<file path="src/rtl/ss_regbank.sv">
// ss_regbank: savestate register bank of COUNT words of WIDTH bits at bus
// indices BASE_INDEX..BASE_INDEX+COUNT-1. Bus reads return captured live
// state. A pulse on ss_rst walks the defaults in one register per cycle.
// Optional feature macro: SS_REGBANK_SHADOW_EN. When it is defined, bus writes
// land in shadow registers that reach state_out only on apply or at walk end.
// When it is undefined, bus writes and walk steps drive state_out directly.
module ss_regbank #(
  parameter logic [9:0]             BASE_INDEX = 10'd32,
  parameter int unsigned            COUNT      = 4,
  parameter int unsigned            WIDTH      = 64,
  parameter logic [COUNT*WIDTH-1:0] DEFAULTS   = '0
) (
  input  logic                   clk,
  input  logic                   reset,
  input  logic [63:0]            ss_din,
  input  logic [9:0]             ss_adr,
  input  logic                   ss_wren,
  input  logic                   ss_rst,
  output logic [63:0]            ss_dout,
  output logic                   ss_busy,
  input  logic                   capture,
  input  logic [COUNT*WIDTH-1:0] state_in,
  input  logic                   apply,
  output logic [COUNT*WIDTH-1:0] state_out,
  output logic                   load_valid
);

  localparam int unsigned IdxW = (COUNT > 1) ? $clog2(COUNT) : 1;

  typedef enum logic {StIdle, StWalk} state_e;

  state_e           state_q;
  logic [IdxW-1:0]  idx_q;
  logic [WIDTH-1:0] def_word [COUNT];
  logic [WIDTH-1:0] cap_q    [COUNT];
  logic [WIDTH-1:0] out_q    [COUNT];
  logic [9:0]       off;
  logic [IdxW-1:0]  off_idx;
  logic             hit;
  logic             walking;
  logic             walk_exit;
  logic             wr_ok;
  logic             unused;

  // Unsigned compare: indices below BASE_INDEX never alias via wrap-around.
  assign off       = ss_adr - BASE_INDEX;
  assign hit       = (ss_adr >= BASE_INDEX) && (off < 10'(COUNT));
  assign off_idx   = off[IdxW-1:0];
  assign walking   = (state_q == StWalk);
  assign walk_exit = walking && !ss_rst && (idx_q == IdxW'(COUNT - 1));
  assign wr_ok     = ss_wren && hit && !walking;
  assign ss_busy   = walking;

  for (genvar g = 0; g < COUNT; g++) begin : g_slices
    assign def_word[g]                  = DEFAULTS[g*WIDTH +: WIDTH];
    assign state_out[g*WIDTH +: WIDTH] = out_q[g];
  end

  // Default-reload walk: one register per cycle; ss_rst while walking restarts.
  always_ff @(posedge clk) begin
    if (reset) begin
      state_q <= StIdle;
      idx_q   <= '0;
    end else begin
      unique case (state_q)
        StIdle: begin
          if (ss_rst) begin
            state_q <= StWalk;
            idx_q   <= '0;
          end
        end
        StWalk: begin
          if (ss_rst) begin
            idx_q <= '0;
          end else if (walk_exit) begin
            state_q <= StIdle;
            idx_q   <= '0;
          end else begin
            idx_q <= idx_q + 1'b1;
          end
        end
        default: state_q <= StIdle;
      endcase
    end
  end

  // Capture all live state words at once.
  always_ff @(posedge clk) begin
    if (reset) begin
      for (int i = 0; i < COUNT; i++) cap_q[i] <= '0;
    end else if (capture) begin
      for (int i = 0; i < COUNT; i++) cap_q[i] <= state_in[i*WIDTH +: WIDTH];
    end
  end

  // Registered bus read; uses pre-capture value and drives zero when not addressed.
  always_ff @(posedge clk) begin
    if (reset) begin
      ss_dout <= '0;
    end else if (!ss_wren && hit) begin
      ss_dout <= 64'(cap_q[off_idx]);
    end else begin
      ss_dout <= '0;
    end
  end

`ifdef SS_REGBANK_SHADOW_EN
  logic [WIDTH-1:0] shadow_q [COUNT];
  logic [WIDTH-1:0] shadow_d [COUNT];
  logic             apply_pending_q;

  // Next shadow contents: bus write when idle, default entry when walking.
  always_comb begin
    shadow_d = shadow_q;
    if (wr_ok) shadow_d[off_idx] = ss_din[WIDTH-1:0];
    if (walking) shadow_d[idx_q] = def_word[idx_q];
  end

  // Shadow storage.
  always_ff @(posedge clk) begin
    if (reset) begin
      for (int i = 0; i < COUNT; i++) shadow_q[i] <= def_word[i];
    end else begin
      shadow_q <= shadow_d;
    end
  end

  // Transfer shadow to state_out on apply or at walk end (walk end includes the
  // final default, so it reads shadow_d); a deferred apply is absorbed there.
  always_ff @(posedge clk) begin
    if (reset) begin
      for (int i = 0; i < COUNT; i++) out_q[i] <= def_word[i];
      load_valid      <= 1'b0;
      apply_pending_q <= 1'b0;
    end else begin
      load_valid <= 1'b0;
      if (walk_exit) begin
        out_q           <= shadow_d;
        load_valid      <= 1'b1;
        apply_pending_q <= 1'b0;
      end else if (apply && !walking) begin
        out_q      <= shadow_q;
        load_valid <= 1'b1;
      end else if (apply && walking) begin
        apply_pending_q <= 1'b1;
      end
    end
  end

  assign unused = ^{ss_din, apply_pending_q};
`else
  // Direct mode: bus writes and walk steps update state_out immediately.
  always_ff @(posedge clk) begin
    if (reset) begin
      for (int i = 0; i < COUNT; i++) out_q[i] <= def_word[i];
      load_valid <= 1'b0;
    end else begin
      load_valid <= 1'b0;
      if (wr_ok) begin
        out_q[off_idx] <= ss_din[WIDTH-1:0];
        load_valid     <= 1'b1;
      end
      if (walking) begin
        out_q[idx_q] <= def_word[idx_q];
        load_valid   <= 1'b1;
      end
    end
  end

  assign unused = ^{ss_din, apply};
`endif

endmodule

</file>
<file path="config.mk">
export PLATFORM = sky130hd
export DESIGN_NAME = ss_regbank
export DESIGN_NICKNAME = d
export VERILOG_FILES = /design/src/rtl/ss_regbank.sv
export SDC_FILE = /design/constraint.sdc
export NUM_CORES = 1
export LEC_CHECK = 0
export ABC_AREA = 1
export BUFFER_PORTS_ARGS = -buffer_cell sky130_fd_sc_hd__buf_4
export CAP_MARGIN = 20
export CORE_AREA = 2 2 258 260
export DETAILED_ROUTE_END_ITERATION = 16
export DIE_AREA = 0 0 260 262
export SLEW_MARGIN = 10
export SYNTH_ARGS = -nofsm -noshare
export SYNTH_HDL_FRONTEND = slang
export SYNTH_SLANG_ARGS = --single-unit
export TNS_END_PERCENT = 50
</file>
<file path="constraint.sdc">
create_clock -name clk -period 7 [get_ports clk]
set_clock_uncertainty 0.1 [all_clocks]
set_input_delay 1.4 -clock clk [delete_from_list [all_inputs] [get_ports clk]]
set_output_delay 1.4 -clock clk [all_outputs]
set_load 0.01 [all_outputs]
</file>
Word-level counts from Yosys, hierarchy flattened
Memories as Yosys holds them, arrays and structs flattened. A register that Yosys moved wholly into a read port is not among the register bits.
Index checks and enable logic that the tools add are counted.
- memories kept: 2
- word-level logic and storage cells: 64
- output and inout bits: 322
- register bits: 4
- bits of input ports: 336
- memory bits (writable): 512
- memory list (name ; depth ; bits a word ; read ports ; clocked after Yosys merged registers in ; write ports ; line ; RTL):
    cap_q ; 4 ; 64 ; 1 ; 1 ; 4 ; 35 ; logic [WIDTH-1:0] cap_q [COUNT];
    out_q ; 4 ; 64 ; 4 ; 0 ; 4 ; 36 ; logic [WIDTH-1:0] out_q [COUNT];
- reductions and logical operators: 12
- $add $sub $neg: 2
- order comparisons: 3
- bitwise logic cells: 7
- mux-type cells: 33
- eq/ne operators: 2
- operators by type and width (operator ; number):
    $mux W64 ; 8
    $bmux W64 S2 ; 1
    $reduce_or A64 Y1 ; 2
    $mux W1 ; 17
    $ge A10 B6 Y1 const B ; 1
    $lt A10 B3 Y1 const B ; 1
    $mux W2 ; 5
    $sub A10 B6 Y10 const B ; 1
    $logic_and A1 B1 Y1 ; 6
    $or A1 B1 Y1 ; 4
    $pmux W2 S2 ; 1
    $ge A3 B3 Y1 const B ; 1
    $logic_not A1 Y1 ; 3
    $not A2 Y3 ; 1
    $add A2 B1 Y2 const B ; 1
    $eq A2 B2 Y1 const B ; 1
    $ne A2 B2 Y1 const B ; 1
    $not A1 Y1 ; 2
    $pmux W1 S2 ; 1
    $reduce_or A2 Y1 ; 1

Longest topological paths before layout
Gate-level depths: netlist (run 1).
- depth in word-level cells: 11
- gate-level depth with buffers: 13
- gate-level depth less buffers: 11

Worst setup path before layout (run 1)
No wires, ideal clock.
- kind: input-to-reg
- start: input ss_adr[5]
- end: memory out_q[3][0], enable pin
- stages: 10
- library setup time: 0.487 ns
- data required time: 6.413 ns
- path buffers: 0
- setup slack: 1.513 ns
- data arrival time: 4.900 ns
- path through: inv_1 > ha_1 > nand2_1 > nor2_1 > nand2_1 > nor2_1 > nand2_1 > nand2_1 > nand2_1 > nor2_1
- RTL lines (element ; line ; RTL):
    start: declaration ; 16 ; input logic [9:0] ss_adr,
    end: declaration ; 36 ;

==> results of run 1 <==
-- final cells by class --
class	count	area share, %
clock buffers	78	5.27
clock inverters	30	0.827
inverters	334	4.17
repair buffers	671	16.8
multi-input cells	1009	13.7
well taps	864	3.59
flip-flops and latches	580	55.6
-- routing by layer --
layer  part of all wire [%]  GRT usage (%)
met1                     38           21.6
met2                     50           31.0
met3                    9.0           5.50
met4                    3.2           6.66
met5                   0.11              0
-- state kept, by name, summed over array words and instances (netlist names) --
| register | flops |
|---|---|
| cap_q | 256 |
| out_q | 256 |
| ss_dout | 64 |
| idx_q | 2 |
| load_valid | 1 |
| ss_busy | 1 |
-- critical path, cell delays in order --
cell and delay, ns:
sky130_fd_sc_hd__buf_4 0.09, sky130_fd_sc_hd__inv_1 0.03, sky130_fd_sc_hd__ha_1 0.26, sky130_fd_sc_hd__nand2_1 0.04, sky130_fd_sc_hd__nor2_1 0.40, sky130_fd_sc_hd__nand4_2 0.26
sky130_fd_sc_hd__inv_2 0.46, sky130_fd_sc_hd__buf_4 0.58, sky130_fd_sc_hd__nand2_1 0.34, sky130_fd_sc_hd__nor2_1 0.19
-- metrics by stage --
| stage | setup WS, ns | utilization [%] | hold WS, ns |
|---|---|---|---|
| 2_1_floorplan | 1.51 | - | 0.354 |
| 3_3_place_gp | 2.74 | 43.3 | 0.372 |
| 3_5_place_dp | 2.68 | 43.3 | 0.386 |
| 4_1_cts | 3.28 | 46.1 | 0.393 |
| 5_1_grt | 3.13 | 46.1 | 0.432 |
| 6_report | 3.26 | 46.1 | 0.391 |
-- cell families (layout without fill, tap and decap cells) --
group           after synthesis  after routing  synth area share [%]
compound gates              199            199                  4.47
fa+ha+maj                     2              2                 0.111
buf+inv                     436           1113                  7.80
flops                       580            580                  74.1
simple gates                808            808                  13.5
-- worst max path at each step --
stage                         start                    endpoint  slack, ns  depth (start not counted)
after global routing      ss_adr[5]  out_q[2][38]$_SDFFCE_PN0P_       3.13                         10
after CTS                 ss_adr[5]  out_q[0][40]$_SDFFCE_PN0P_       3.28                         10
after global placement    ss_adr[5]  out_q[0][38]$_SDFFCE_PN0P_       2.74                         10
after floorplan           ss_adr[5]       out_q[3][0]$_DFFE_PP_       1.51                         10
after detailed placement  ss_adr[5]  out_q[2][38]$_SDFFCE_PN0P_       2.68                         10
final                     ss_adr[5]  out_q[2][38]$_SDFFCE_PN0P_       3.26                         10
-- cells in the final DEF (no fill, tap or decap), types with 9 or more instances in the layout --
cell | synthesis | layout
sky130_fd_sc_hd__a21oi_1 | 67 | 67
sky130_fd_sc_hd__buf_4 | 5 | 669
sky130_fd_sc_hd__clkbuf_1 | 49 | 15
sky130_fd_sc_hd__clkbuf_16 | 0 | 59
sky130_fd_sc_hd__clkinv_1 | 0 | 14
sky130_fd_sc_hd__clkinv_2 | 0 | 9
sky130_fd_sc_hd__dfxtp_1 | 68 | 68
sky130_fd_sc_hd__edfxtp_1 | 512 | 512
sky130_fd_sc_hd__inv_1 | 331 | 331
sky130_fd_sc_hd__nand2_1 | 87 | 79
sky130_fd_sc_hd__nor2_1 | 717 | 716
sky130_fd_sc_hd__o21ai_0 | 126 | 126
-- power groups by stage --
stage,Combinational (mW),Sequential [mW],Clock (mW)
final,0.632,4.03,3.02
after global placement,0.639,4.10,0
after global routing,0.695,4.05,3.22
after floorplan,0.233,4.14,0
after CTS,0.646,4.04,3.09
after detailed placement,0.644,4.11,0
==> results.json, run 1 <==
{
  "rr_startpoint": "ss_busy$_SDFF_PP0_",
  "postSynth.topFlopCell": "sky130_fd_sc_hd__edfxtp_1",
  "multi_input_area_mm2": 0.00413,
  "io-pin-count": 658,
  "setup_repair_after_global_routing_missed_its_margin": "false",
  "arrival_ns": 4.08,
  "fp.dieArea_mm2": 0.0681,
  "detailed_place_hpwl_um": 43500,
  "synth_sequential_area_ratio_pct": 74.1,
  "cts_made_buffers": 58,
  "synth.lib_cells_used.distinct": 21,
  "power_switching_mw": 1.70,
  "post_cts_clock_slew_at_the_launch_and_capture_registers_of_the_worst_setup_and_hold_paths_ns": 0.06,
  "worstSetupEndpointType": "register",
  "share_seq_of_total_power_pct": 52.5,
  "number_of_standard_cells_in_the_layout_taps_in_and_fillers_out": 3566,
  "route.vias.total": 16000,
  "cell_area_reported_after_detailed_placement_mm2": 0.0283,
  "number_of_instances_in_the_synthesized_netlist": 2025,
  "maximum_clock_rate_mhz": 268,
  "dieWidth_um": 260,
  "syn_to_final_growth_pct": 33.3,
  "wire_length_of_the_first_global_routing_pass_um": 93300,
  "diodes": 0,
  "worstRegToRegCells": 6,
  "highest_net_fanout_along_the_worst_path": 40,
  "clk_latency_ns": 0.59,
  "power.combinational.fraction_pct": 8.2,
  "antenna_found_initial": 5,
  "drive_gt1_share_pct": 28.4,
  "first_global_vias": 15700,
  "fin_setup_tns_ns": 0,
  "netSwitchingFraction_pct": 22.2,
  "regToRegSetupSlack_ns": 4.42,
  "routedWlPerCell_um": 18.2,
  "post_cts_resized": 0,
  "setup_viol": 0,
  "crit_type": "in2reg",
  "max-slew-margin-rel_pct": 26.7,
  "core_area_mm2": 0.0653,
  "timing.hold.worst.start": "idx_q[1]$_SDFFE_PP0P_",
  "cts_hold_buf": 0,
  "layout_worst_path_cycle_share_pct": 53.4,
  "cts_root_buf": "sky130_fd_sc_hd__clkbuf_16",
  "grt_total_usage_pct": 18.1,
  "tightestPinTransition_ns": 1.10,
  "max_cap_viol_count": 0,
  "dpl.cell_count": 3458,
  "powerDensity_mw_per_mm2": 255,
  "element_type_at_the_critical_path_start": "input pin",
  "syn_area_mm2": 0.0226,
  "drt_iter0_drc": 1080,
  "fin_crit_ns": 3.74,
  "place.gp.congestion": 0.800,
  "num-fill-cells": 6063,
  "hold_violations": 0,
  "ant_nets": 0,
  "synth_top_cells_by_count": "sky130_fd_sc_hd__nor2_1, sky130_fd_sc_hd__edfxtp_1, sky130_fd_sc_hd__inv_1",
  "result_of_the_run": "finished, final reports clean",
  "netlist.area_leader.share_pct": 68.1,
  "design_power_total_mw": 7.69,
  "power_frac_clock_pct": 39.3,
  "regArea_mm2": 0.0167,
  "cts_tree": "done",
  "avgSynthCellArea_um2": 11.2,
  "synthMostInstantiatedCell": "sky130_fd_sc_hd__nor2_1",
  "power.ir.vdd_worst_uv": 173,
  "timing.rr.end": "out_q[2][38]$_SDFFCE_PN0P_",
  "syn_nets": 2363,
  "yosys-top-cells-area": "sky130_fd_sc_hd__edfxtp_1, sky130_fd_sc_hd__nor2_1, sky130_fd_sc_hd__dfxtp_1",
  "finalMaxSlewViolations": 0,
  "worst_hold_path.endpoint": "idx_q[1]$_SDFFE_PP0P_",
  "grt.overflow.total": 0,
  "hold_path_cells": 2,
  "fp-row-count": 94,
  "synth_top_cell_by_area": "sky130_fd_sc_hd__edfxtp_1",
  "floorplan.initialDensity_pct": 34.6,
  "wire_length_reported_by_the_detailed_router_um": 65000,
  "drt_pass1_iterations": 7,
  "final_net_count": 2992,
  "p_leak_nw": 13.8,
  "final_cell_area_mm2": 0.0301,
  "clock_sink_count": 580,
  "htreeDepth": 2,
  "synth-edff-count": 512,
  "die_height_um": 262,
  "postSynth.asyncResetShare_pct": 0,
  "clk_path_buf_depth": 3,
  "worst_hold_path_type": "reg2reg",
  "worst_ep_required_time_ns": 7.34,
  "remaining_drc_errors": 0,
  "yosys_warnings": 0,
  "ys_ff_latch": 580,
  "io_buffers": 656,
  "post-cts-setup-buffers": 0,
  "via_per_inst": 4.48,
  "grt_max_degree": 227,
  "p_int_mw": 5.98
}
Note: power is estimated with default switching activity, not from simulation.
==> run 2: changes to the inputs <==
Settings changed: ABC_AREA 1 to 0, CORE_AREA 2 2 258 260 to 2 2 257 259, DIE_AREA 0 0 260 262 to 0 0 259 261.
Clock period 7 ns to 3.9 ns, I/O delays scaled along.
==> run 2 against run 1 <==
Net effect: global-route usage shrank 0.37 points; combinational power up 76%; hold slack worse by 0.13 ns; non-clock buffer count increased by 14; flip-flop and latch count unchanged; synthesized cell count fell by 34%; via count down 17%; clock-buffer cell count shrank 1; setup slack lost 2.1 ns; synthesized area down 0.38%; critical path depth is 4 lower.
==> results.json, run 2 <==
{
  "result_of_the_run": "finished, final reports clean",
  "fp-row-count": 94,
  "cts_tree": "done",
  "drt_iter0_drc": 743,
  "p_leak_nw": 12.6,
  "detailed_place_hpwl_um": 44600,
  "wire_length_reported_by_the_detailed_router_um": 62200,
  "clock_sink_count": 580,
  "post_cts_clock_slew_at_the_launch_and_capture_registers_of_the_worst_setup_and_hold_paths_ns": 0.06,
  "clk_path_buf_depth": 3,
  "cts_root_buf": "sky130_fd_sc_hd__clkbuf_16",
  "clk_latency_ns": 0.63,
  "critical_path.startpoint": "ss_adr[8]",
  "htreeDepth": 2,
  "layout_common_cells": "sky130_fd_sc_hd__buf_4, sky130_fd_sc_hd__and2_1, sky130_fd_sc_hd__edfxtp_1",
  "io-pin-count": 658,
  "io_buffers": 656,
  "syn_nets": 1676,
  "synth_top_cells_by_count": "sky130_fd_sc_hd__and2_1, sky130_fd_sc_hd__edfxtp_1, sky130_fd_sc_hd__dfxtp_1",
  "ys_ff_latch": 580,
  "rr_startpoint": "ss_busy$_SDFF_PP0_",
  "avgSynthCellArea_um2": 16.8,
  "global_route.usage.met3_pct": 6.72,
  "mostFrequentLayoutCell": "sky130_fd_sc_hd__buf_4",
  "synth_sequential_area_ratio_pct": 74.4,
  "postSynth.asyncResetShare_pct": 0,
  "worstSetupEndpointType": "register",
  "diodes": 0,
  "worst_hold_path_type": "in2reg",
  "hold_violations": 0,
  "regToRegSetupSlack_ns": 1.37,
  "route.vias.total": 13200,
  "ant_nets": 0,
  "post_cts_resized": 0,
  "timing.rr.end": "out_q[2][17]$_SDFFCE_PN0P_",
  "final_net_count": 2347,
  "highest_net_fanout_along_the_worst_path": 16,
  "arrival_ns": 2.92,
  "postSynth.topFlopCell": "sky130_fd_sc_hd__edfxtp_1",
  "dieWidth_um": 259,
  "antenna_found_initial": 11,
  "tightestPinTransition_ns": 0.731,
  "grt_max_degree": 185,
  "routedWlPerCell_um": 21.3,
  "syn_area_mm2": 0.0225,
  "fp.dieArea_mm2": 0.0676,
  "remaining_drc_errors": 0,
  "first_global_vias": 13600,
  "setup_repair_after_global_routing_missed_its_margin": "false",
  "synth-edff-count": 512,
  "worstRegToRegCells": 5,
  "biggestRegsByFlops": "cap_q: 256 flops, out_q: 256 flops, ss_dout: 64 flops",
  "fin_crit_ns": 2.70,
  "post-cts-setup-buffers": 0,
  "drive_gt1_share_pct": 42.1,
  "netlist.area_leader.share_pct": 68.4,
  "max-slew-margin-rel_pct": 51.2,
  "finish.utilization_pct": 47.1,
  "layout_worst_path_cycle_share_pct": 69.3,
  "maximum_clock_rate_mhz": 370,
  "setup_viol": 0,
  "powerDensity_mw_per_mm2": 462,
  "wire_length_of_the_first_global_routing_pass_um": 88500,
  "yosys-top-cells-area": "sky130_fd_sc_hd__edfxtp_1, sky130_fd_sc_hd__and2_1, sky130_fd_sc_hd__mux4_2",
  "grt.met1_usage_pct": 21.1,
  "grt.met2_usage_pct": 30.6,
  "synth_top_cell_by_area": "sky130_fd_sc_hd__edfxtp_1",
  "crit_path_end": "out_q[3][17]$_DFFE_PP_",
  "number_of_instances_in_the_synthesized_netlist": 1338,
  "crit_type": "in2reg",
  "cts_hold_buf": 0,
  "num-fill-cells": 5686,
  "synth.lib_cells_used.distinct": 32,
  "floorplan.initialDensity_pct": 34.6,
  "power.ir.vdd_worst_uv": 329,
  "grt_total_usage_pct": 17.8,
  "yosys_warnings": 0,
  "element_type_at_the_critical_path_start": "input pin",
  "drt_pass1_iterations": 5,
  "syn_to_final_growth_pct": 36.3,
  "grt.overflow.total": 0,
  "timing.hold.worst.start": "ss_rst",
  "max_cap_viol_count": 0,
  "design_power_total_mw": 14.2,
  "die_height_um": 261,
  "place.gp.congestion": 0.807,
  "core_area_mm2": 0.0650,
  "via_per_inst": 4.52,
  "cts_made_buffers": 60,
  "worst_ep_required_time_ns": 4.11,
  "finalMaxSlewViolations": 0,
  "grt_most_used_layer": "met2"
}
run 2: cell count changes in the layout (fill, tap and decap cells not counted), moves of 64 or more:
cell                      before  now
sky130_fd_sc_hd__and2_1        0  512
sky130_fd_sc_hd__inv_1       331    6
sky130_fd_sc_hd__mux4_2        0   64
sky130_fd_sc_hd__nand2_1      79    0
sky130_fd_sc_hd__nor2_1      716    3
sky130_fd_sc_hd__o21ai_0     126    0
run 2: critical path, cell delays in order:
cell	delay [ns]
sky130_fd_sc_hd__buf_4	0.11
sky130_fd_sc_hd__or4_4	0.61
sky130_fd_sc_hd__nor3_1	0.39
sky130_fd_sc_hd__nand4_1	0.20
sky130_fd_sc_hd__a21oi_4	0.55
sky130_fd_sc_hd__buf_12	0.25
run 2: cell type report:
cell class / count / area [µm²] / area share, %
clock inverters: 36 / 404 / 1.32
clock buffers: 77 / 1610 / 5.24
repair buffers: 685 / 5370 / 17.5
flip-flops and latches: 580 / 16700 / 54.6
inverters: 6 / 22.5 / 0.0734
well taps: 864 / 1080 / 3.53
multi-input cells: 676 / 5450 / 17.8
run 2: metrics by stage:
step | cell area [µm²] | worst slack (ns) | hold slack (ns) | std cells | TNS [ns]
after floorplan | 22500 | -0.104 | 0.421 | 1338 | -6.65
after global placement | 28700 | 0.609 | 0.444 | 2811 | 0
after detailed placement | 28700 | 0.558 | 0.454 | 2811 | 0
after CTS | 30700 | 1.22 | 0.209 | 2924 | 0
after global routing | 30700 | 1.16 | 0.233 | 2924 | 0
final | 30700 | 1.20 | 0.257 | 2924 | 0
run 2: worst min path at each step:
stage,cells past startpoint,to,slack [ns]
after CTS,2,idx_q[0]$_SDFFE_PP0P_,0.21
after global routing,2,idx_q[1]$_SDFFE_PP0P_,0.23
after floorplan,2,idx_q[0]$_SDFFE_PP0P_,0.42
after global placement,2,idx_q[0]$_SDFFE_PP0P_,0.44
final,2,idx_q[0]$_SDFFE_PP0P_,0.26
after detailed placement,2,idx_q[0]$_SDFFE_PP0P_,0.45
run 2: logic make-up (layout without fill, tap and decap cells):
group / after synthesis / count (layout) / share of synthesized area (%)
and+or+nand+nor: 597 / 597 / 17.1
DFF: 580 / 580 / 74.4
buffers and inverters: 82 / 804 / 1.63
muxes: 65 / 65 / 6.45
AOI/OAI and AO/OA: 11 / 11 / 0.312
adders and majority gates: 2 / 2 / 0.111
xor gates and xnor gates: 1 / 1 / 0.0389
run 2: metal layers:
metal	vias up	share of wire [%]
li1	6097	-
met1	6493	38
met2	519	50
met3	95	9.8
met4	22	2.0
met5	-	0.22
run 2: power breakdown:
group          switching [mW]  internal [mW]  total (mW)
combinational           0.492          0.618        1.11
sequential             0.0986           7.12        7.22
clock                    2.45           3.39        5.84
